### src/rtl/cache_req_arb2_pkg.sv
// rtl/cache_req_arb2_pkg.sv - memory message types and arbiter id types shared by cache_req_arb2
package cache_req_arb2_pkg;

    localparam logic [2:0] VC_MEM_REQ_MSG_TYPE_READ   = 3'd0;
    localparam logic [2:0] VC_MEM_REQ_MSG_TYPE_WRITE  = 3'd1;
    localparam logic [2:0] VC_MEM_RESP_MSG_TYPE_READ  = 3'd0;
    localparam logic [2:0] VC_MEM_RESP_MSG_TYPE_WRITE = 3'd1;

    // 4-byte memory request: type, opaque tag, address, length, write data
    typedef struct packed {
        logic [2:0]  msg_type;
        logic [7:0]  opaque;
        logic [31:0] addr;
        logic [1:0]  len;
        logic [31:0] data;
    } mem_req_4B_t;

    // 4-byte memory response: type, opaque tag, test bits, length, read data
    typedef struct packed {
        logic [2:0]  msg_type;
        logic [7:0]  opaque;
        logic [1:0]  test;
        logic [1:0]  len;
        logic [31:0] data;
    } mem_resp_4B_t;

    // Identifies which requester owns an outstanding cache transaction
    typedef logic arb_id_t;

    localparam int ARB_NREQ = 2;

endpackage

### src/rtl/cache_req_arb2_id_fifo.sv
// rtl/cache_req_arb2_id_fifo.sv - in-order requester-id FIFO for response routing
//
// Ports:
//   clk, rst            clock, asynchronous active-low reset
//   push, push_id       enqueue an id (ignored when full)
//   pop                 dequeue the head (ignored when empty)
//   head_id             id at the front of the queue
//   full, empty, count  occupancy status (count is registered)
module arb_id_fifo
    import cache_req_arb2_pkg::*;
#(
    parameter int DEPTH = 4,
    parameter int CNT_W = $clog2(DEPTH + 1)
) (
    input  logic             clk,
    input  logic             rst,
    input  logic             push,
    input  arb_id_t          push_id,
    input  logic             pop,
    output arb_id_t          head_id,
    output logic             full,
    output logic             empty,
    output logic [CNT_W-1:0] count
);

    localparam int PTR_W = $clog2(DEPTH);

    arb_id_t          mem [DEPTH];
    logic [PTR_W-1:0] head_ptr;
    logic [PTR_W-1:0] tail_ptr;
    logic             do_push;
    logic             do_pop;

    assign full    = (count == CNT_W'(DEPTH));
    assign empty   = (count == '0);
    assign do_push = push && !full;
    assign do_pop  = pop && !empty;
    assign head_id = mem[head_ptr];

    // DEPTH is a power of two, so pointers wrap by natural overflow
    always_ff @(posedge clk or negedge rst) begin
        if (!rst) begin
            head_ptr <= '0;
            tail_ptr <= '0;
            count    <= '0;
            for (int i = 0; i < DEPTH; i++) begin
                mem[i] <= '0;
            end
        end else begin
            if (do_push) begin
                mem[tail_ptr] <= push_id;
                tail_ptr      <= tail_ptr + PTR_W'(1);
            end
            if (do_pop) begin
                head_ptr <= head_ptr + PTR_W'(1);
            end
            case ({do_push, do_pop})
                2'b10:   count <= count + CNT_W'(1);
                2'b01:   count <= count - CNT_W'(1);
                default: count <= count;
            endcase
        end
    end

endmodule

### src/rtl/cache_req_arb2.sv
// rtl/cache_req_arb2.sv - two-requester round-robin arbiter in front of a single cache port
//
// Ports:
//   clk, rst                          clock, asynchronous active-low reset
//   req{0,1}_val/rdy/msg              client request streams
//   resp{0,1}_val/rdy/msg             client response streams
//   cachereq_val/rdy/msg              forwarded request to the cache
//   cacheresp_val/rdy/msg             response from the cache (in request order)
//   inflight                          outstanding request count
//   err_unexp_resp                    sticky flag: cache response with nothing outstanding
module cache_req_arb2
    import cache_req_arb2_pkg::*;
#(
    parameter int DEPTH = 4,
    parameter int CNT_W = $clog2(DEPTH + 1)
) (
    input  logic             clk,
    input  logic             rst,
    input  logic             req0_val,
    output logic             req0_rdy,
    input  mem_req_4B_t      req0_msg,
    output logic             resp0_val,
    input  logic             resp0_rdy,
    output mem_resp_4B_t     resp0_msg,
    input  logic             req1_val,
    output logic             req1_rdy,
    input  mem_req_4B_t      req1_msg,
    output logic             resp1_val,
    input  logic             resp1_rdy,
    output mem_resp_4B_t     resp1_msg,
    output logic             cachereq_val,
    input  logic             cachereq_rdy,
    output mem_req_4B_t      cachereq_msg,
    input  logic             cacheresp_val,
    output logic             cacheresp_rdy,
    input  mem_resp_4B_t     cacheresp_msg,
    output logic [CNT_W-1:0] inflight,
    output logic             err_unexp_resp
);

    logic                prio_ptr;
    logic                lock;
    arb_id_t             lock_id;
    logic                gnt_vld;
    arb_id_t             gnt;
    logic [ARB_NREQ-1:0] req_val;
    logic [ARB_NREQ-1:0] resp_rdy;
    logic                accept;
    logic                stall;
    logic                pop;
    logic                fifo_full;
    logic                fifo_empty;
    arb_id_t             head_id;

    assign req_val  = {req1_val, req0_val};
    assign resp_rdy = {resp1_rdy, resp0_rdy};

    // A stalled request keeps the grant until the cache takes it
    always_comb begin
        gnt_vld = 1'b0;
        gnt     = 1'b0;
        if (lock) begin
            gnt_vld = 1'b1;
            gnt     = lock_id;
        end else if (req0_val && req1_val) begin
            gnt_vld = 1'b1;
            gnt     = prio_ptr;
        end else if (req0_val) begin
            gnt_vld = 1'b1;
            gnt     = 1'b0;
        end else if (req1_val) begin
            gnt_vld = 1'b1;
            gnt     = 1'b1;
        end
    end

    // Outputs are gated by rst so every handshake signal is low during reset
    assign cachereq_val = rst && gnt_vld && req_val[gnt] && !fifo_full;
    assign cachereq_msg = (gnt_vld && gnt) ? req1_msg : req0_msg;
    assign req0_rdy     = rst && gnt_vld && (gnt == 1'b0) && cachereq_rdy && !fifo_full;
    assign req1_rdy     = rst && gnt_vld && (gnt == 1'b1) && cachereq_rdy && !fifo_full;

    assign accept = cachereq_val && cachereq_rdy;
    assign stall  = cachereq_val && !cachereq_rdy;

    always_ff @(posedge clk or negedge rst) begin
        if (!rst) begin
            prio_ptr <= 1'b0;
            lock     <= 1'b0;
            lock_id  <= 1'b0;
        end else if (accept) begin
            prio_ptr <= ~gnt;
            lock     <= 1'b0;
        end else if (stall) begin
            lock     <= 1'b1;
            lock_id  <= gnt;
        end
    end

    // Responses follow request order, so the FIFO head names the owner
    assign resp0_val     = rst && cacheresp_val && !fifo_empty && (head_id == 1'b0);
    assign resp1_val     = rst && cacheresp_val && !fifo_empty && (head_id == 1'b1);
    assign resp0_msg     = cacheresp_msg;
    assign resp1_msg     = cacheresp_msg;
    assign cacheresp_rdy = rst && !fifo_empty && resp_rdy[head_id];
    assign pop           = cacheresp_val && cacheresp_rdy;

    always_ff @(posedge clk or negedge rst) begin
        if (!rst) begin
            err_unexp_resp <= 1'b0;
        end else if (cacheresp_val && fifo_empty) begin
            err_unexp_resp <= 1'b1;
        end
    end

    arb_id_fifo #(
        .DEPTH (DEPTH),
        .CNT_W (CNT_W)
    ) u_id_fifo (
        .clk     (clk),
        .rst     (rst),
        .push    (accept),
        .push_id (gnt),
        .pop     (pop),
        .head_id (head_id),
        .full    (fifo_full),
        .empty   (fifo_empty),
        .count   (inflight)
    );

endmodule

### config.mk
export PLATFORM = sky130hd
export DESIGN_NAME = cache_req_arb2
export DESIGN_NICKNAME = d
export VERILOG_FILES = /design/src/rtl/cache_req_arb2_pkg.sv /design/src/rtl/cache_req_arb2_id_fifo.sv /design/src/rtl/cache_req_arb2.sv
export SDC_FILE = /design/constraint.sdc
export NUM_CORES = 1
export LEC_CHECK = 0
export ABC_AREA = 1
export CAP_MARGIN = 20
export CELL_PAD_IN_SITES_DETAIL_PLACEMENT = 1
export CELL_PAD_IN_SITES_GLOBAL_PLACEMENT = 1
export CORE_AREA = 10 10 143 145
export DETAILED_ROUTE_END_ITERATION = 6
export DIE_AREA = 0 0 153 155
export DONT_BUFFER_PORTS = 1
export MAX_ROUTING_LAYER = met4
export PLACE_DENSITY = 0.48
export RECOVER_POWER = 100
export SLEW_MARGIN = 30
export SYNTH_ARGS = -nofsm -noshare
export SYNTH_HDL_FRONTEND = slang
export SYNTH_SLANG_ARGS = --single-unit
### constraint.sdc
create_clock -name clk -period 2.67 [get_ports clk]
set_clock_uncertainty 0.1 [all_clocks]
set_input_delay 0.534 -clock clk [delete_from_list [all_inputs] [get_ports clk]]
set_output_delay 0.534 -clock clk [all_outputs]
set_load 0.1 [all_outputs]
=== Yosys cells after proc, flatten, opt, wreduce, memory -nomap -nowiden ===
Index checks and enable logic that the tools add are counted.
W data, S select, Z words.

* $add $sub $neg: 4
* Order comparisons: 5
* Equal/unequal tests: 3
* Mux-type cells: 21
* Bitwise operators: 5
* Reduce and logical (&&, ||, !) cells: 31

{| class="wikitable"
|+ Operator list
! kind !! count
|-
| $mux W77 || 1
|-
| $logic_and A1 B1 Y1 || 24
|-
| $mux W1 || 16
|-
| $ge A3 B3 Y1 const B || 2
|-
| $not A2 Y3 || 2
|-
| $pmux W3 S2 || 1
|-
| $add A2 B1 Y2 const B || 2
|-
| $bwmux W4 || 1
|-
| $lt A1 B2 Y1 const B || 2
|-
| $reduce_bool A2 Y1 || 2
|-
| $add A3 B1 Y3 const B || 1
|-
| $eq A3 B3 Y1 const B || 1
|-
| $logic_not A1 Y1 || 3
|-
| $logic_not A3 Y1 || 1
|-
| $lt A3 B1 Y1 const B || 1
|-
| $not A1 Y1 || 3
|-
| $sub A3 B1 Y3 const B || 1
|-
| $bmux W1 S2 || 1
|-
| $demux W1 S2 || 1
|-
| $eq A2 B1 Y1 const B || 1
|-
| $eq A2 B2 Y1 const B || 1
|-
| $reduce_and A2 Y1 || 1
|}

* Bits in registers: 15
* Bits of input ports: 209
* Output and inout port bits: 181
* Logic and storage cells: 80

=== Longest topological paths before layout ===
* Word-level depth: 12
* Mapped depth: 14
* Depth with buffers taken out: 14

=== Modules after synthesis ===
A second synthesis with hierarchy kept.

* Cells, all modules: 469
* Area, all modules: 2618.8 µm²

{| class="wikitable"
|+ By module, submodules not included
! module !! times used !! cells each !! area an instance (µm²) !! sequential area each (µm²)
|-
| cache_req_arb2 || 1 || 386 || 1950.6 || 100.1
|-
| arb_id_fifo || 1 || 83 || 668.1 || 275.3
|}

=== Least setup slack after synthesis ===
OpenSTA, ideal clock, no wires.

* Path kind: register to output
* From: register u_id_fifo.count[1]
* To: output port req0_rdy
* Arrival time: 4.177 ns
* Data required time: 2.036 ns
* Path slack: -2.141 ns
* Cell stages (with the launch flop): 5
* Buffers on the path: 0
* Cell sequence: dfrtp_1 > nor3_1 > nor2_1 > inv_1 > nor4_1

* Word-level cells in the longest chain between the ends: 3

{| class="wikitable"
|+ RTL lines
! element !! line !! text
|-
| start: declaration || cache_req_arb2_id_fifo.sv:23 || <nowiki>output logic [CNT_W-1:0] count</nowiki>
|-
| start signal: assignment || cache_req_arb2_id_fifo.sv:58 || <nowiki>2'b10: count <= count + CNT_W'(1);</nowiki>
|-
| start signal: assignment || cache_req_arb2_id_fifo.sv:59 || <nowiki>2'b01: count <= count - CNT_W'(1);</nowiki>
|-
| start signal: assignment || cache_req_arb2_id_fifo.sv:60 || <nowiki>default: count <= count;</nowiki>
|-
| $eq A3 B3 Y1 || cache_req_arb2_id_fifo.sv:34 || <nowiki>assign full = (count == CNT_W'(DEPTH));</nowiki>
|-
| $logic_not A1 Y1 || cache_req_arb2.sv:80 || <nowiki>assign req0_rdy = rst && gnt_vld && (gnt == 1'b0) && cachereq_rdy && !fifo_full;</nowiki>
|-
| $logic_and A1 B1 Y1 || cache_req_arb2.sv:80 ||
|-
| end: declaration || cache_req_arb2.sv:20 || <nowiki>output logic req0_rdy,</nowiki>
|}

Every way passes these cells.

=== Worst setup path after layout ===
* From: register u_id_fifo.count[2]
* To: output port req0_rdy

The elaborated chain is that of the path after synthesis.

==> out/metrics.cfg <==
[routing]
drtAntennaViolNets = 0
dr.first_iter.drc_count = 93
vias = 2658
drc = 0
viasPerCell = 3.944
dr.pass1.iters = 4
routed_wl_um = 12760
wire_per_inst_um = 18.93

[placement]
gp_congestion = 0.8454
port_buffers = 0
hpwl_um = 11160

[clock_network]
cts-root-buf = clkbuf_16
insertion_delay_ns = 0.24
clk_pin_slew_worst_paths_ns = 0.05
cts_tree = done
cts_setup_buffers = 0
cts_buffers = 3
cts_sinks = 15
clock_path_buffers = 2
h-tree-depth = 1

[flow_run]
max_cap_violations = 0

[layout]
regArea_sq_um = 386.6
synthToLayoutAreaGrowth_pct = 15.37
layout-drive-gt1-share_pct = 24.49
layout.nets = 661
multiInputGateArea_sq_um = 1353
fillers = 2230
final_cell_mix = nand2_1, clkbuf_4, buf_4, inv_1
layout_commonest_cell = nand2_1
num_antenna_cells = 0

[floorplan]
die_y_um = 155
die_w_um = 153
initial_utilization_pct = 14.61
ios = 390
coreArea_sq_um = 17660
rows = 49
dieArea_sq_um = 23720

[sta]
timing.fmax_mhz = 394.6
period_needed_ns = 2.534
worst_pin_slew_ns = 1.200
holdWs_ns = 0.3076
maxSlewHeadroom_pct = 20.34
finalHoldViolCount = 0
rsz0062_at_grt = no
finalMaxSlewViolations = 0
fin_crit_sh_pct = 94.92
setup-violations-final = 0

[critical_path]
worstReg2RegEnd = u_id_fifo.count[2]$_DFFE_PN0P_
endpoint_kind = primary output
cp-startpoint = u_id_fifo.count[2]$_DFFE_PN0P_
cp_max_fo = 11
worst_setup_path_start_kind = flip-flop
critPathArrivalTime_ns = 1.90
reg2reg_from = u_id_fifo.head_ptr[0]$_DFFE_PN0P_
ff2ff_setup_slack_ns = 0.23
critPathKind = flip-flop to primary output
reg2reg_depth = 14
cp.required_ns = 2.04
worstSetupEndpoint = req0_rdy

[logic_synthesis]
synth_cells = 459
synth-edff-count = 0
synth_ff_type = dfrtp_1
avgSynthCellArea_sq_um = 5.621
synthArstFlopShare_pct = 100.0
ys_seq_area_share_pct = 14.55
synth_nets = 674
syn-cell-area_sq_um = 2580
ys_seq_elements = 15
yosysUniqueCellTypes = 24
yosys_warnings = 0

[worst_hold_path]
hold_path.class = primary input to flip-flop

[global_routing]
grt_max_degree = 64
grt_usage_pct = 9.687
antenna_found_initial = 0
grt_pass1_vias = 2868
grt_pass1_wl_um = 18110
grt-ovfl-total = 0

[outcome]
status = complete, no violations

layout make-up:
cell class                 instances  share of cell area (%)
tap                              229                   9.626
inverter                          18                   2.270
clock inverter                     1                  0.2522
clock buffer                       3                   2.522
multi-input combinational        313                   45.44
timing repair buffer              95                   26.90
sequential                        15                   12.99
through the flow:
stage	TNS (ns)	instance area (sq um)	instances	setup WS (ns)	util, %
after floorplan	-0.03916	2624	459	-0.03916	-
after global placement	0	3822	669	0.2630	21.65
after detailed placement	0	3822	669	0.1514	21.65
after CTS	0	3915	674	0.1488	22.17
after global routing	0	2977	674	0.01205	16.86
final	0	2977	674	0.1356	16.86
worst max-delay path, cell delays in order, from the launching register on:
cell and delay, ns:
dfrtp_4 0.49, inv_2 0.07, nor3_1 0.06, nor2_1 0.13, buf_4 0.20, inv_1 0.13
nor4_4 0.23, buf_4 0.33
routing by layer:
metal | GRT usage, % | up-vias | wire, um
li1 | - | 1263 | -
met1 | 9.672 | 1205 | 4625
met2 | 18.35 | 182 | 6964
met3 | 3.253 | 8 | 1080
met4 | 1.272 | 0 | 91
met5 | - | - | 0
synth_stat cells (2+ instances only):
cell / number / area share (%)
nand4_1: 8 / 1.9
a21oi_1: 2 / 0.39
nand3_1: 12 / 2.3
nand2_1: 266 / 39
nor3_1: 4 / 0.78
nor2_1: 3 / 0.44
buf_2: 10 / 1.9
dfrtp_1: 15 / 15
nand2_2: 2 / 0.48
o21ai_0: 2 / 0.39
clkbuf_1: 4 / 0.58
xor2_1: 2 / 0.68
buf_4: 96 / 28
ha_1: 5 / 2.4
buf_6: 3 / 1.3
inv_1: 17 / 2.5
cell families after synthesis:
group	after synthesis	share of synthesized area (%)
xor+xnor	3	1.019
buf+inv	131	34.38
compound gates	6	1.261
simple gates	298	45.59
fa+ha+maj	6	3.201
flops	15	14.55
state kept, by name, summed over array words and instances (netlist names):
| name | count |
|---|---|
| err_unexp_resp | 1 |
| prio_ptr | 1 |
| u_id_fifo.tail_ptr | 2 |
| u_id_fifo.mem | 4 |
| u_id_fifo.count | 3 |
| lock_id | 1 |
| u_id_fifo.head_ptr | 2 |
| lock | 1 |
timing repair:
action | 4_1_cts | 5_1_grt
endpoints found under the hold margin | 15 | 0
resized for setup | 0 | 2
setup endpoints to repair | 0 | 1
hold buffers | 1 | 0
how the worst min path moves through the flow:
stage                        startpoint                                end  cells past startpoint  slack, ns
after global routing      cacheresp_val         err_unexp_resp$_DFFE_PN0P_                      1       0.31
after CTS                 cacheresp_val         err_unexp_resp$_DFFE_PN0P_                      1       0.30
final                     cacheresp_val         err_unexp_resp$_DFFE_PN0P_                      1       0.31
after detailed placement            rst  u_id_fifo.tail_ptr[1]$_DFFE_PN0P_                      0       0.14
after floorplan                     rst         err_unexp_resp$_DFFE_PN0P_                      0       0.14
after global placement              rst                   lock$_DFFE_PN0P_                      0       0.14
Power is left out: the tool's default activity adds up to more than one toggle a clock period on the data nets, which glitch-free logic cannot reach.
